==> src/rtl/uart_pkg.sv <==
// Shared UART definitions: parity modes, frame FSM encodings and a parity helper.
// Intended to be shared with the matching receiver.
package uart_pkg;

    localparam int PARITY_NONE = 0;
    localparam int PARITY_ODD  = 1;
    localparam int PARITY_EVEN = 2;

    typedef enum logic [2:0] {
        ST_IDLE   = 3'd0,
        ST_START  = 3'd1,
        ST_DATA   = 3'd2,
        ST_PARITY = 3'd3,
        ST_STOP   = 3'd4
    } uart_state_e;

    // Parity bit for up to 9 payload bits (unused upper bits must be zero).
    // Even parity makes the total count of ones even, odd makes it odd.
    function automatic logic parity_bit(input logic [8:0] payload, input int mode);
        logic red_s;
        logic res_s;
        red_s = ^payload;
        case (mode)
            PARITY_ODD:  res_s = ~red_s;
            PARITY_EVEN: res_s = red_s;
            default:     res_s = 1'b0;
        endcase
        return res_s;
    endfunction

endpackage

==> src/rtl/uart_tx_param_baud_tick_gen.sv <==
// One-cycle baud enable generator. The counter restarts from zero on clear and
// runs 0..DIV-1 while enabled; tick is high during the last cycle of each bit time.
// The tick is registered: it is raised on the edge that moves the counter onto DIV-1.
module baud_tick_gen #(
    parameter int CLOCK_RATE = 50000000,
    parameter int BAUD_RATE  = 115200
) (
    input  logic clk,
    input  logic rstN,
    input  logic clear,
    input  logic enable,
    output logic tick
);

    localparam int DIV = CLOCK_RATE / BAUD_RATE;
    localparam int CW  = (DIV < 2) ? 1 : $clog2(DIV);
    localparam logic [CW-1:0] CNT_LAST = CW'(DIV - 1);
    localparam logic [CW-1:0] CNT_PRE  = CW'(DIV - 2);

    generate
        if (DIV < 2) begin : g_param_error
            $error("baud_tick_gen: CLOCK_RATE/BAUD_RATE must be at least 2");
        end
    endgenerate

    logic [CW-1:0] cnt_r;
    logic          tick_r;

    // Bit-time counter: restart on clear, wrap at DIV-1, hold while disabled
    always_ff @(posedge clk or negedge rstN) begin
        if (!rstN) begin
            cnt_r <= '0;
        end else if (clear) begin
            cnt_r <= '0;
        end else if (enable) begin
            if (cnt_r == CNT_LAST) begin
                cnt_r <= '0;
            end else begin
                cnt_r <= cnt_r + CW'(1);
            end
        end else begin
            cnt_r <= cnt_r;
        end
    end

    // Registered tick: asserted for the cycle in which the counter sits at DIV-1
    always_ff @(posedge clk or negedge rstN) begin
        if (!rstN) begin
            tick_r <= 1'b0;
        end else begin
            tick_r <= ~clear & enable & (cnt_r == CNT_PRE);
        end
    end

    assign tick = tick_r;

endmodule

==> src/rtl/uart_tx_param.sv <==
// Parametrised UART transmitter: start bit, DATA_BITS payload LSB first,
// optional parity, one or two stop bits. Ready/valid load, registered tx line.
module uart_tx_param
    import uart_pkg::*;
#(
    parameter int CLOCK_RATE = 50000000,
    parameter int BAUD_RATE  = 115200,
    parameter int DATA_BITS  = 7,
    parameter int PARITY     = 0,
    parameter int STOP_BITS  = 1
) (
    input  logic                 clk,
    input  logic                 rstN,
    input  logic [DATA_BITS-1:0] data,
    input  logic                 new_data,
    output logic                 ready,
    output logic                 busy,
    output logic                 tx
);

    localparam int DIV = CLOCK_RATE / BAUD_RATE;
    localparam int BCW = $clog2(DATA_BITS + 1);
    localparam logic [BCW-1:0] DATA_LAST = BCW'(DATA_BITS - 1);
    localparam logic [BCW-1:0] STOP_LAST = BCW'(STOP_BITS - 1);

    generate
        if (DIV < 2 || DATA_BITS < 5 || DATA_BITS > 9 || PARITY < 0 || PARITY > 2 ||
            STOP_BITS < 1 || STOP_BITS > 2) begin : g_param_error
            $error("uart_tx_param: illegal parameter combination");
        end
    endgenerate

    uart_state_e          state_r;
    logic [DATA_BITS-1:0] shift_r;
    logic [BCW-1:0]       bit_cnt_r;
    logic                 parity_r;
    logic                 tx_r;
    logic                 busy_r;
    logic                 ready_r;
    logic                 accept_s;
    logic                 tick_s;

    assign accept_s = new_data & ready_r;

    baud_tick_gen #(
        .CLOCK_RATE (CLOCK_RATE),
        .BAUD_RATE  (BAUD_RATE)
    ) u_baud (
        .clk    (clk),
        .rstN   (rstN),
        .clear  (accept_s),
        .enable (busy_r),
        .tick   (tick_s)
    );

    // Frame sequencer: owns state, shift register, bit counter and all outputs
    always_ff @(posedge clk or negedge rstN) begin
        if (!rstN) begin
            state_r   <= ST_IDLE;
            shift_r   <= '0;
            bit_cnt_r <= '0;
            parity_r  <= 1'b0;
            tx_r      <= 1'b1;
            busy_r    <= 1'b0;
            ready_r   <= 1'b1;
        end else begin
            case (state_r)
                ST_IDLE: begin
                    if (accept_s) begin
                        shift_r   <= data;
                        parity_r  <= parity_bit(9'(data), PARITY);
                        bit_cnt_r <= '0;
                        tx_r      <= 1'b0;
                        busy_r    <= 1'b1;
                        ready_r   <= 1'b0;
                        state_r   <= ST_START;
                    end else begin
                        tx_r      <= 1'b1;
                    end
                end
                ST_START: begin
                    if (tick_s) begin
                        tx_r      <= shift_r[0];
                        bit_cnt_r <= '0;
                        state_r   <= ST_DATA;
                    end
                end
                ST_DATA: begin
                    if (tick_s) begin
                        if (bit_cnt_r == DATA_LAST) begin
                            bit_cnt_r <= '0;
                            if (PARITY != PARITY_NONE) begin
                                tx_r    <= parity_r;
                                state_r <= ST_PARITY;
                            end else begin
                                tx_r    <= 1'b1;
                                state_r <= ST_STOP;
                            end
                        end else begin
                            // next payload bit is already sitting in position 1
                            tx_r      <= shift_r[1];
                            shift_r   <= shift_r >> 1;
                            bit_cnt_r <= bit_cnt_r + BCW'(1);
                        end
                    end
                end
                ST_PARITY: begin
                    if (tick_s) begin
                        tx_r      <= 1'b1;
                        bit_cnt_r <= '0;
                        state_r   <= ST_STOP;
                    end
                end
                ST_STOP: begin
                    if (tick_s) begin
                        if (bit_cnt_r == STOP_LAST) begin
                            busy_r  <= 1'b0;
                            ready_r <= 1'b1;
                            state_r <= ST_IDLE;
                        end else begin
                            bit_cnt_r <= bit_cnt_r + BCW'(1);
                        end
                    end
                end
                default: begin
                    state_r   <= ST_IDLE;
                    bit_cnt_r <= '0;
                    tx_r      <= 1'b1;
                    busy_r    <= 1'b0;
                    ready_r   <= 1'b1;
                end
            endcase
        end
    end

    assign tx    = tx_r;
    assign busy  = busy_r;
    assign ready = ready_r;

endmodule
==> config.mk <==
export PLATFORM = sky130hd
export DESIGN_NAME = uart_tx_param
export DESIGN_NICKNAME = d
export VERILOG_FILES = /design/src/rtl/uart_pkg.sv /design/src/rtl/uart_tx_param_baud_tick_gen.sv /design/src/rtl/uart_tx_param.sv
export SDC_FILE = /design/constraint.sdc
export NUM_CORES = 1
export LEC_CHECK = 0
export BUFFER_PORTS_ARGS = -buffer_cell sky130_fd_sc_hd__buf_2
export CAP_MARGIN = 20
export CORE_ASPECT_RATIO = 0.6
export CORE_UTILIZATION = 35
export CTS_BUF_LIST = sky130_fd_sc_hd__clkbuf_4
export DETAILED_ROUTE_END_ITERATION = 16
export PLACE_DENSITY = 0.57
export SYNTH_ARGS = -nofsm -noshare
export SYNTH_HDL_FRONTEND = slang
export SYNTH_SLANG_ARGS = --single-unit
==> constraint.sdc <==
create_clock -name clk -period 4.63 [get_ports clk]
set_input_delay 0 -clock clk [delete_from_list [all_inputs] [get_ports clk]]
set_output_delay 0 -clock clk [all_outputs]
set_load 0.05 [all_outputs]
[After elaboration in Yosys (flattened, before gate mapping)]
Index checks and enable logic that the tools add are counted.
Operators by class
  add/sub/neg operators: 2
  equal/unequal tests: 17
  muxes and demuxes: 36
  bitwise gates (word level): 6
  reductions and logical operators: 11
Operators by type and width (count)
  $mux W3: 13
  $mux W9: 3
  $mux W7: 3
  $eq A9 B9 Y1 const B: 2
  $pmux W3 S5: 1
  $pmux W7 S2: 1
  $ne A2 B1 Y1 const B: 6
  $pmux W3 S4: 1
  $reduce_and A4 Y1: 3
  $mux W1: 11
  $add A9 B1 Y9 const B: 1
  $ne A2 B2 Y1 const B: 4
  $reduce_and A7 Y1: 1
  $eq A3 B2 Y1 const B: 2
  $eq A3 B3 Y1 const B: 2
  $logic_not A3 Y1: 2
  $pmux W1 S3: 2
  $pmux W1 S5: 1
  $reduce_and A5 Y1: 1
  $reduce_bool A2 Y1: 2
  $add A3 B1 Y3 const B: 1
  $and A1 B1 Y1: 3
  $eq A3 B1 Y1 const B: 1
  $not A1 Y1: 3
  other kinds (2): 2
Word-level totals
  flip-flop bits (word level): 26
  input bits: 10
  output and inout bits: 3
  word-level logic and storage cells: 80

[Logic depth before layout (Yosys ltp)]
Gate-level depths: netlist (run 1).
  depth in word-level cells: 4
  gate-level depth with buffers: 7

[Modules after synthesis]
Synthesis (run 1) repeated with hierarchy kept, for this count alone.
Second synthesis, totals
  cell total of the unflattened synthesis: 162
  area total of the unflattened synthesis: 1539.0 um2
By module, submodules not included
  uart_tx_param: instances 1, cells an instance 100, area an instance 933.4 um2, sequential area each 402.9 um2
  baud_tick_gen: instances 1, cells an instance 62, area an instance 605.6 um2, sequential area each 250.2 um2

[Worst setup path after synthesis (run 1)]
No wires, ideal clock.
  path type: register to register
  from: register ready_r (netlist: ready)
  to: register bit_cnt_r[0]
  arrival time: 1694 ps
  slack: 2811 ps
  cell stages (with the launch flop): 5
  clock period less this slack: 1819 ps
  cell sequence: dfstp_2 -> nand2_1 -> o31ai_1 -> or2_2 -> mux2_2
Between the ends
  longest elaborated chain between the ends: 3
RTL lines
  start, declared: RTL line uart_tx_param.sv:39  | logic ready_r;
  start signal, assigned: RTL line uart_tx_param.sv:65  | ready_r <= 1'b1;
  start signal, assigned: RTL line uart_tx_param.sv:75  | ready_r <= 1'b0;
  start signal, assigned: RTL line uart_tx_param.sv:118  | ready_r <= 1'b1;
  $and A1 B1 Y1: RTL line uart_tx_param.sv:43  | assign accept_s = new_data & ready_r;
  $ne A2 B1 Y1 (no line)
  $reduce_and A5 Y1 (no line)
  end signal, assigned: RTL line uart_tx_param.sv:103  | bit_cnt_r <= bit_cnt_r + BCW'(1);
  end signal, assigned: RTL line uart_tx_param.sv:121  | bit_cnt_r <= bit_cnt_r + BCW'(1);
  end, declared: RTL line uart_tx_param.sv:35  | logic [BCW-1:0] bit_cnt_r;
Every way passes these cells.
A chain may end at the register's enable or synchronous reset.

[Worst setup path after layout (run 1)]
  from: register state_r[0]
  to: register bit_cnt_r[0]
Between the ends
  longest elaborated chain between the ends: 4
  elaborated cells on any way between the ends: 13
  classes of those cells: eq/ne (9); mux (1); reduce/logical (3)
RTL lines
  start, declared: RTL line uart_tx_param.sv:33  | uart_state_e state_r;
  start signal, assigned: RTL line uart_tx_param.sv:59  | state_r <= ST_IDLE;
  start signal, assigned: RTL line uart_tx_param.sv:76  | state_r <= ST_START;
  start signal, assigned: RTL line uart_tx_param.sv:85  | state_r <= ST_DATA;
  $eq A3 B2 Y1 / $eq A3 B1 Y1 (equally long branches): RTL line uart_tx_param.sv:67  | case (state_r)
  $reduce_or A2 Y1 (no line)
  $ne A2 B1 Y1 (no line)
  $reduce_and A5 Y1 (no line)
Several ways; a longest one is shown, not always the timed one.

==> summary.txt, run 1 <==
Outcome
  – Outcome: complete, no violations

Detailed routing
  – Total wire length: 3117 µm
  – DRC viols: 0
  – Vias: 1,160
  – ANT nets after route: 0
  – DRT Pass-1 Iters: 4
  – Initial DRC count: 90
  – Vias per inst: 5.524
  – Per-cell routed wire length: 14.84 µm

Pwr
  – P per Cell Area: 371.0 mW/mm²
  – Pwr Total: 0.6105 mW
  – Peak VDD IR: 174.9 µV
  – Lkg Pwr: 0.7392 nW

Placement
  – Worst slack, placed: 2.692 ns
  – Routability congestion estimate from global placement: 0.8317
  – DPL Wire Length: 2306 µm
  – Placed Cells: 200
  – Input/output buffers: 12

Floorplanning
  – Initial Util: 0.3782
  – DIE AREA: 0.004383 mm²
  – Core box area: 0.003807 mm²
  – Row count: 17
  – Top-Level Pins: 13
  – Die Span Y: 51.69 µm
  – Die W: 84.81 µm

STA
  – Final worst slack: 2.621 ns
  – Slew Viols, Final: 0
  – Hold Violations, Final: 0
  – Measured slew at the worst slew-check pin: 0.6326 ns
  – Final Cycle Share: 0.4340
  – RSZ-0062 raised after global routing: false
  – Min Tclk post-route: 2.009 ns
  – Hold WS: 0.03473 ns
  – Final setup viols: 0
  – Final clock skew: 0.004526 ns
  – Setup tns final: 0 ns
  – Worst rel slew slack: 0.5754
  – FMAX: 0.4977 GHz

Global routing
  – First-pass GRT wire length: 5223 µm
  – Initial antenna violation count: 0
  – Grt total ovfl: 0
  – Vias in the first global route: 1,041
  – Tot GR Track Use: 0.1594
  – Largest net degree at the start of global routing: 27

Hold path
  – Min-delay src: data[2]
  – Hold path cells: 3
  – Hold Crit Class: in -> reg
  – Worst Hold Path EP: shift_r[2]

Setup path
  – Slowest cell on the critical path: dfrtp_1
  – Crit. End Element: flip-flop
  – Crit path launch type: flip-flop
  – Crit Path Class: reg -> reg
  – R2R Setup Slk: 2.62 ns
  – CP required: 4.86 ns
  – Crit path DAT: 2.24 ns
  – CP delay by family, top: simple AND/OR/NAND/NOR gates
  – Cell Chain, Critical Path: or2_1, o31ai_1, or2_2, mux2_2
  – Worst r2r src: state_r[0]
  – R2R depth: 4
  – WP buf/inv: 0
  – Crit-path max cell delay: 0.54 ns
  – FF-to-FF End: bit_cnt_r[0]
  – Crit Path Max Fanout: 11

Clock network
  – Clock transition at path regs: 0.14 ns
  – Clk sink count: 26
  – CTS tree: built
  – TritonCTS Buffers: 3
  – CTS HTree Levels: 1
  – Clk root buf: clkbuf_4
  – Clock Latency Late Sink: 0.33 ns
  – Longest Clk Path Bufs: 2
  – Total setup buffers inserted after CTS: 0

Finish
  – # diodes: 0
  – Final net count: 180
  – Share of cells above drive strength 1: 0.2147
  – Layout area overhead: 14.25%
  – Post-Layout Cell Count: 210

Synth
  – Unique cell type count in the Yosys netlist: 37
  – Synth area leader: dfrtp_1
  – Mapped cell area: 0.001440 mm²
  – Mean area per synthesized cell: 9.864 µm²
  – Synth top area cells: dfrtp_1 42%, mux2_2 10%, ha_1 5.2%, dfstp_2 3.6%, a21oi_1 3.5%
  – YS warnings: 0
  – Syn_nets: 162
  – Post-synthesis cell count: 146
  – Yosys reg bits: 26
  – Synth top area share: 0.4170
  – Register area share after synthesis: 0.4535

Job
  – Max cap viols: 0
power breakdown:
group	switching (mW)	internal, mW	leakage, nW
Clock	0.0695	0.0876	0.0279
Sequential	0.0610	0.271	0.320
Combinational	0.0600	0.0614	0.391
Total	0.191	0.420	0.739
flip-flops by register name (all words and copies together), names as in the netlist:
register / cells
bit_cnt_r: 3
busy: 1
ready: 1
shift_r: 7
state_r: 3
tx: 1
u_baud.cnt_r: 9
u_baud.tick: 1
final cells by class:
type / instances / area [µm²]
Clock buffer: 3 / 22.52
Inverter: 10 / 37.54
Clock inverter: 1 / 30.03
Timing Repair Buffer: 18 / 120.1
Fill cell: 348 / 2162
Multi-Input combinational cell: 105 / 723.2
Sequential cell: 26 / 653.1
Tap cell: 47 / 58.81
what timing repair did:
| action | in CTS | in global routing |
|---|---|---|
| endpoints found under the setup margin | 0 | 0 |
| endpoints found under the hold margin | 27 | 2 |
| hold buffers | 4 | 2 |
| resized for setup | 0 | 0 |
cells in the final DEF, fill, tap and decap left out, types with 2 or more instances in the layout:
master and count:
nand2_1 12, mux2i_1 3, dfstp_2 2, nor2b_1 2, dlygate4sd3_1 6, nor3_1 4
inv_1 10, buf_2 12, clkbuf_4 3, mux2_2 13, o31ai_1 2, or3_1 2
a32o_1 2, nand3_1 6, o21ai_0 9, nand4_1 3, a31oi_1 4, ha_1 6
a21oi_1 10, dfrtp_1 24, nor2_1 10
cell usage after synthesis:
library cell and n:
a32o_1 2, dfrtp_1 24, or3_1 2, buf_6 1, o31ai_1 2, o2bb2ai_1 1
nand3_1 6, a311oi_1 1, or2_2 1, o211a_1 1, inv_1 10, clkbuf_1 4
a41oi_1 1, nor3_1 4, o21ai_0 9, a31o_2 1, nor3_2 1, or2b_1 1
or2_1 1, a22o_2 1, a31oi_1 4, mux2_2 13, o311ai_0 1, nor2b_1 2
ha_1 6, dfstp_2 2, nor2_1 10, o32ai_1 1, a21oi_1 10, a21boi_0 1
nand4_1 3, nand2_1 12, xor2_1 1, o21ai_1 1, mux2i_1 3, or4b_1 1
nand2b_1 1
per-layer routing:
layer	vias up	share of wire	GRT usage
met4	0	0.0029	0.03390
met1	561	0.54	0.2412
met5	-	0	0
met3	2	0.062	0.04444
met2	39	0.40	0.2236
li1	558	-	-
stage by stage:
| stage | cell area [µm²] | utilization |
|---|---|---|
| 2_1_floorplan | 1440 | - |
| 3_3_place_gp | 1533 | 0.4026 |
| 3_5_place_dp | 1533 | 0.4026 |
| 4_1_cts | 1625 | 0.4269 |
| 5_1_grt | 1645 | 0.4321 |
| 6_report | 1645 | 0.4321 |
worst max-delay path by stage:
stage,from,endpoint,slack [ns],depth (start not counted)
6_report,state_r[0],bit_cnt_r[0],2.62,4
5_1_grt,state_r[0],bit_cnt_r[0],2.44,4
4_1_cts,state_r[0],bit_cnt_r[0],2.65,4
3_5_place_dp,state_r[0],bit_cnt_r[0],2.69,4
3_3_place_gp,state_r[0],bit_cnt_r[0],2.71,4
2_1_floorplan,ready,bit_cnt_r[0],2.81,4
logic make-up (layout without fill, tap and decap cells):
| kind of cell | count (synthesis) | count (layout) | synth area share |
|---|---|---|---|
| AOI/OAI and AO/OA | 37 | 37 | 0.1668 |
| xor gates and xnor gates | 1 | 1 | 0.006083 |
| adders and majority gates | 6 | 6 | 0.05213 |
| buffers and inverters | 15 | 32 | 0.04431 |
| DFF | 26 | 26 | 0.4535 |
| muxes | 16 | 16 | 0.1225 |
| and+or+nand+nor | 45 | 45 | 0.1547 |
worst min-delay path, stage by stage:
cell    delay, ns
buf_2        0.07
mux2_2       0.14
mux2_2       0.13
Note: power is estimated with default switching activity, not from simulation.
==> inputs of run 2 (changes only) <==
--- a/config.mk
+++ b/config.mk
@@ -5,13 +5,14 @@
 export SDC_FILE = /design/constraint.sdc
 export NUM_CORES = 1
 export LEC_CHECK = 0
+export ABC_AREA = 1
 export BUFFER_PORTS_ARGS = -buffer_cell sky130_fd_sc_hd__buf_2
 export CAP_MARGIN = 20
 export CORE_ASPECT_RATIO = 0.6
 export CORE_UTILIZATION = 35
 export CTS_BUF_LIST = sky130_fd_sc_hd__clkbuf_4
 export DETAILED_ROUTE_END_ITERATION = 16
-export PLACE_DENSITY = 0.57
+export PLACE_DENSITY = 0.58
 export SYNTH_ARGS = -nofsm -noshare
 export SYNTH_HDL_FRONTEND = slang
 export SYNTH_SLANG_ARGS = --single-unit
==> constraint.sdc (replaced) <==
create_clock -name clk -period 1.63 [get_ports clk]
set_input_delay 0 -clock clk [delete_from_list [all_inputs] [get_ports clk]]
set_output_delay 0 -clock clk [all_outputs]
set_load 0.05 [all_outputs]
==> summary.txt, run 2 <==
Synth
  – Unique cell type count in the Yosys netlist: 24 (was 37)
  – Synth top area cells: dfrtp_1 38%, nand2_1 23%, nand3_1 8.8%, inv_1 5.2%, ha_1 4.7% (was dfrtp_1 42%, mux2_2 10%, ha_1 5.2%, dfstp_2 3.6%, a21oi_1 3.5%)
  – Syn_nets: 240 (was 162)
  – Synth area leader: dfrtp_1 (unchanged)
  – Post-synth EDFFs: 0 (unchanged)
  – Mean area per synthesized cell: 7.083 µm² (was 9.864 µm²)
  – Cell with the most instances after synthesis: nand2_1 (was dfrtp_1)
  – Synth top area share: 0.3785 (was 0.4170)
  – Register area share after synthesis: 0.4117 (was 0.4535)
  – Dominant synthesized flop cell: dfrtp_1 (unchanged)
  – YS warnings: 0 (unchanged)
  – Post-synthesis cell count: 224 (was 146)
  – Post-synth top cells: 98 x nand2_1, 28 x nand3_1, 24 x dfrtp_1 (was 24 x dfrtp_1, 13 x mux2_2, 12 x nand2_1)
  – Mapped cell area: 0.001587 mm² (was 0.001440 mm²)
  – Post-synth ARST share: 1.000 (unchanged)
  – Yosys reg bits: 26 (unchanged)

Detailed routing
  – Initial DRC count: 131 (was 90)
  – Total wire length: 3408 µm (was 3117 µm)
  – Vias per inst: 4.629 (was 5.524)
  – Per-cell routed wire length: 10.99 µm (was 14.84 µm)
  – DRT Pass-1 Iters: 4 (unchanged)
  – DRC viols: 0 (unchanged)
  – ANT nets after route: 0 (unchanged)
  – Vias: 1,435 (was 1,160)

STA
  – Worst rel slew slack: 0.5762 (was 0.5754)
  – Final setup viols: 0 (unchanged)
  – Hold Violations, Final: 0 (unchanged)
  – Final clock skew: 0.01102 ns (was 0.004526 ns)
  – FMAX: 0.6726 GHz (was 0.4977 GHz)
  – Hold WS: 0.04871 ns (was 0.03473 ns)
  – Final Cycle Share: 0.9121 (was 0.4340)
  – Final worst slack: 0.1433 ns (was 2.621 ns)
  – Measured slew at the worst slew-check pin: 0.6358 ns (was 0.6326 ns)
  – RSZ-0062 raised after global routing: false (unchanged)
  – Setup tns final: 0 ns (unchanged)
  – Slew Viols, Final: 0 (unchanged)
  – Min Tclk post-route: 1.487 ns (was 2.009 ns)

Clock network
  – Clk root buf: clkbuf_4 (unchanged)
  – Clock transition at path regs: 0.15 ns (was 0.14 ns)
  – CTS HTree Levels: 1 (unchanged)
  – Longest Clk Path Bufs: 2 (unchanged)
  – CTS tree: built (unchanged)
  – TritonCTS Buffers: 3 (unchanged)
  – Clock Latency Late Sink: 0.33 ns (about the same)
  – Clk sink count: 26 (unchanged)

Setup path
  – Crit path DAT: 1.73 ns (was 2.24 ns)
  – CP required: 1.87 ns (was 4.86 ns)
  – Crit Path Max Fanout: 8 (was 11)
  – Crit path launch type: flip-flop (unchanged)
  – Crit. End Element: flip-flop (unchanged)
  – Crit Path Class: reg -> reg (unchanged)

Outcome
  – Outcome: complete, no violations (unchanged)

Floorplanning
  – Top-Level Pins: 13 (unchanged)
  – DIE AREA: 0.004815 mm² (was 0.004383 mm²)
  – Die Span Y: 54.15 µm (was 51.69 µm)
  – Core box area: 0.004234 mm² (was 0.003807 mm²)
  – Row count: 18 (was 17)
  – Die W: 88.92 µm (was 84.81 µm)
  – Initial Util: 0.3747 (was 0.3782)

Global routing
  – Tot GR Track Use: 0.1672 (was 0.1594)
  – Vias in the first global route: 1,217 (was 1,041)
  – First-pass GRT wire length: 5968 µm (was 5223 µm)
  – Initial antenna violation count: 0 (unchanged)
  – Largest net degree at the start of global routing: 27 (unchanged)
  – Grt total ovfl: 0 (unchanged)

Finish
  – # fillers: 476 (was 348)
  – Final net count: 267 (was 180)
  – Share of cells above drive strength 1: 0.1400 (was 0.2147)
  – Post-layout util: 0.4376 (was 0.4321)
  – # diodes: 0 (unchanged)
  – Layout area overhead: 16.80% (was 14.25%)
  – Largest Register: u_baud.cnt_r (unchanged)
  – Max reg flops: 9 (unchanged)
  – Design area: 0.001853 mm² (was 0.001645 mm²)
  – Regs by FF count: u_baud.cnt_r (9), shift_r (7) (unchanged)
  – Most common cell after layout, fill and taps aside: nand2_1 (was dfrtp_1)
  – Most frequent cells in the layout: 97 x nand2_1, 28 x nand3_1, 24 x dfrtp_1, 22 x inv_1, 12 x buf_2 (was 24 x dfrtp_1, 13 x mux2_2, 12 x nand2_1, 12 x buf_2)
  – Post-Layout Cell Count: 310 (was 210)

Pwr
  – Lkg Pwr: 0.9950 nW (was 0.7392 nW)
  – Peak VDD IR: 556.2 µV (was 174.9 µV)
  – P per Cell Area: 1614 mW/mm² (was 371.0 mW/mm²)
  – Pwr Total: 2.991 mW (was 0.6105 mW)

Placement
  – Worst slack, placed: 0.1282 ns (was 2.692 ns)
  – Placed Cells: 298 (was 200)
  – DP Area: 0.001739 mm² (was 0.001533 mm²)
  – Routability congestion estimate from global placement: 0.8444 (was 0.8317)
  – Input/output buffers: 12 (unchanged)
  – DPL Wire Length: 2514 µm (was 2306 µm)

Job
  – Max cap viols: 0 (unchanged)

Hold path
  – Hold Crit Class: in -> reg (unchanged)
run 2: per-layer routing:
| layer | track usage | wire [µm] |
|---|---|---|
| met1 | 0.2647 | 2005 |
| met2 | 0.2295 | 1232 |
| met3 | 0.03681 | 154 |
| met4 | 0.02419 | 15 |
| met5 | 0 | 0 |
run 2: final cells by class:
| class | instances | area (µm²) | share of cell area |
|---|---|---|---|
| Tap cell | 60 | 75.07 | 0.04051 |
| Sequential cell | 26 | 653.1 | 0.3525 |
| Multi-Input combinational cell | 172 | 835.8 | 0.4510 |
| Clock buffer | 3 | 22.52 | 0.01215 |
| Timing Repair Buffer | 24 | 170.2 | 0.09183 |
| Clock inverter | 1 | 3.754 | 0.002026 |
| Inverter | 24 | 92.59 | 0.04997 |
run 2: power breakdown:
group          internal (mW)  switching, mW  total, mW
sequential             0.874          0.198       1.07
clock                 0.0898          0.202      0.292
combinational          0.527           1.10       1.63
run 2: critical path: stages (launching register included):
cell     delay, ns
dfrtp_1       0.56
inv_1         0.09
nor2_2        0.18
nand3_1       0.17
nand2_4       0.15
nand2_2       0.12
nand2_1       0.08
nand2_1       0.05
run 2: cell families (layout without fill, tap and decap cells):
group / Yosys count / after routing / synth area share
fa+ha+maj: 6 / 6 / 0.04732
buf+inv: 26 / 52 / 0.06625
compound gates: 12 / 12 / 0.04021
flops: 26 / 26 / 0.4117
simple gates: 152 / 152 / 0.4235
xor+xnor: 2 / 2 / 0.01104
run 2: worst paths after layout:
| path | start | endpoint | slack [ns] | cells past startpoint |
|---|---|---|---|---|
| hold / removal | new_data | u_baud.tick | 0.05 | 4 |
| max in group asynchronous | rstN | u_baud.cnt_r[6] | 1.01 | 2 |
| setup reg to reg | state_r[1] | shift_r[3] | 0.14 | 7 |
| hold reg to reg | ready | ready | 0.48 | 2 |
| min in group asynchronous | rstN | shift_r[1] | 0.21 | 2 |
| setup / recovery | state_r[1] | shift_r[3] | 0.14 | 7 |
run 2: what timing repair did:
item | CTS | global route
endpoints found under the setup margin | 0 | 7
hold endpoints to repair | 31 | 0
gates resized for setup | 0 | 2
hold buffers | 8 | 0
buffers inserted | 0 | 0
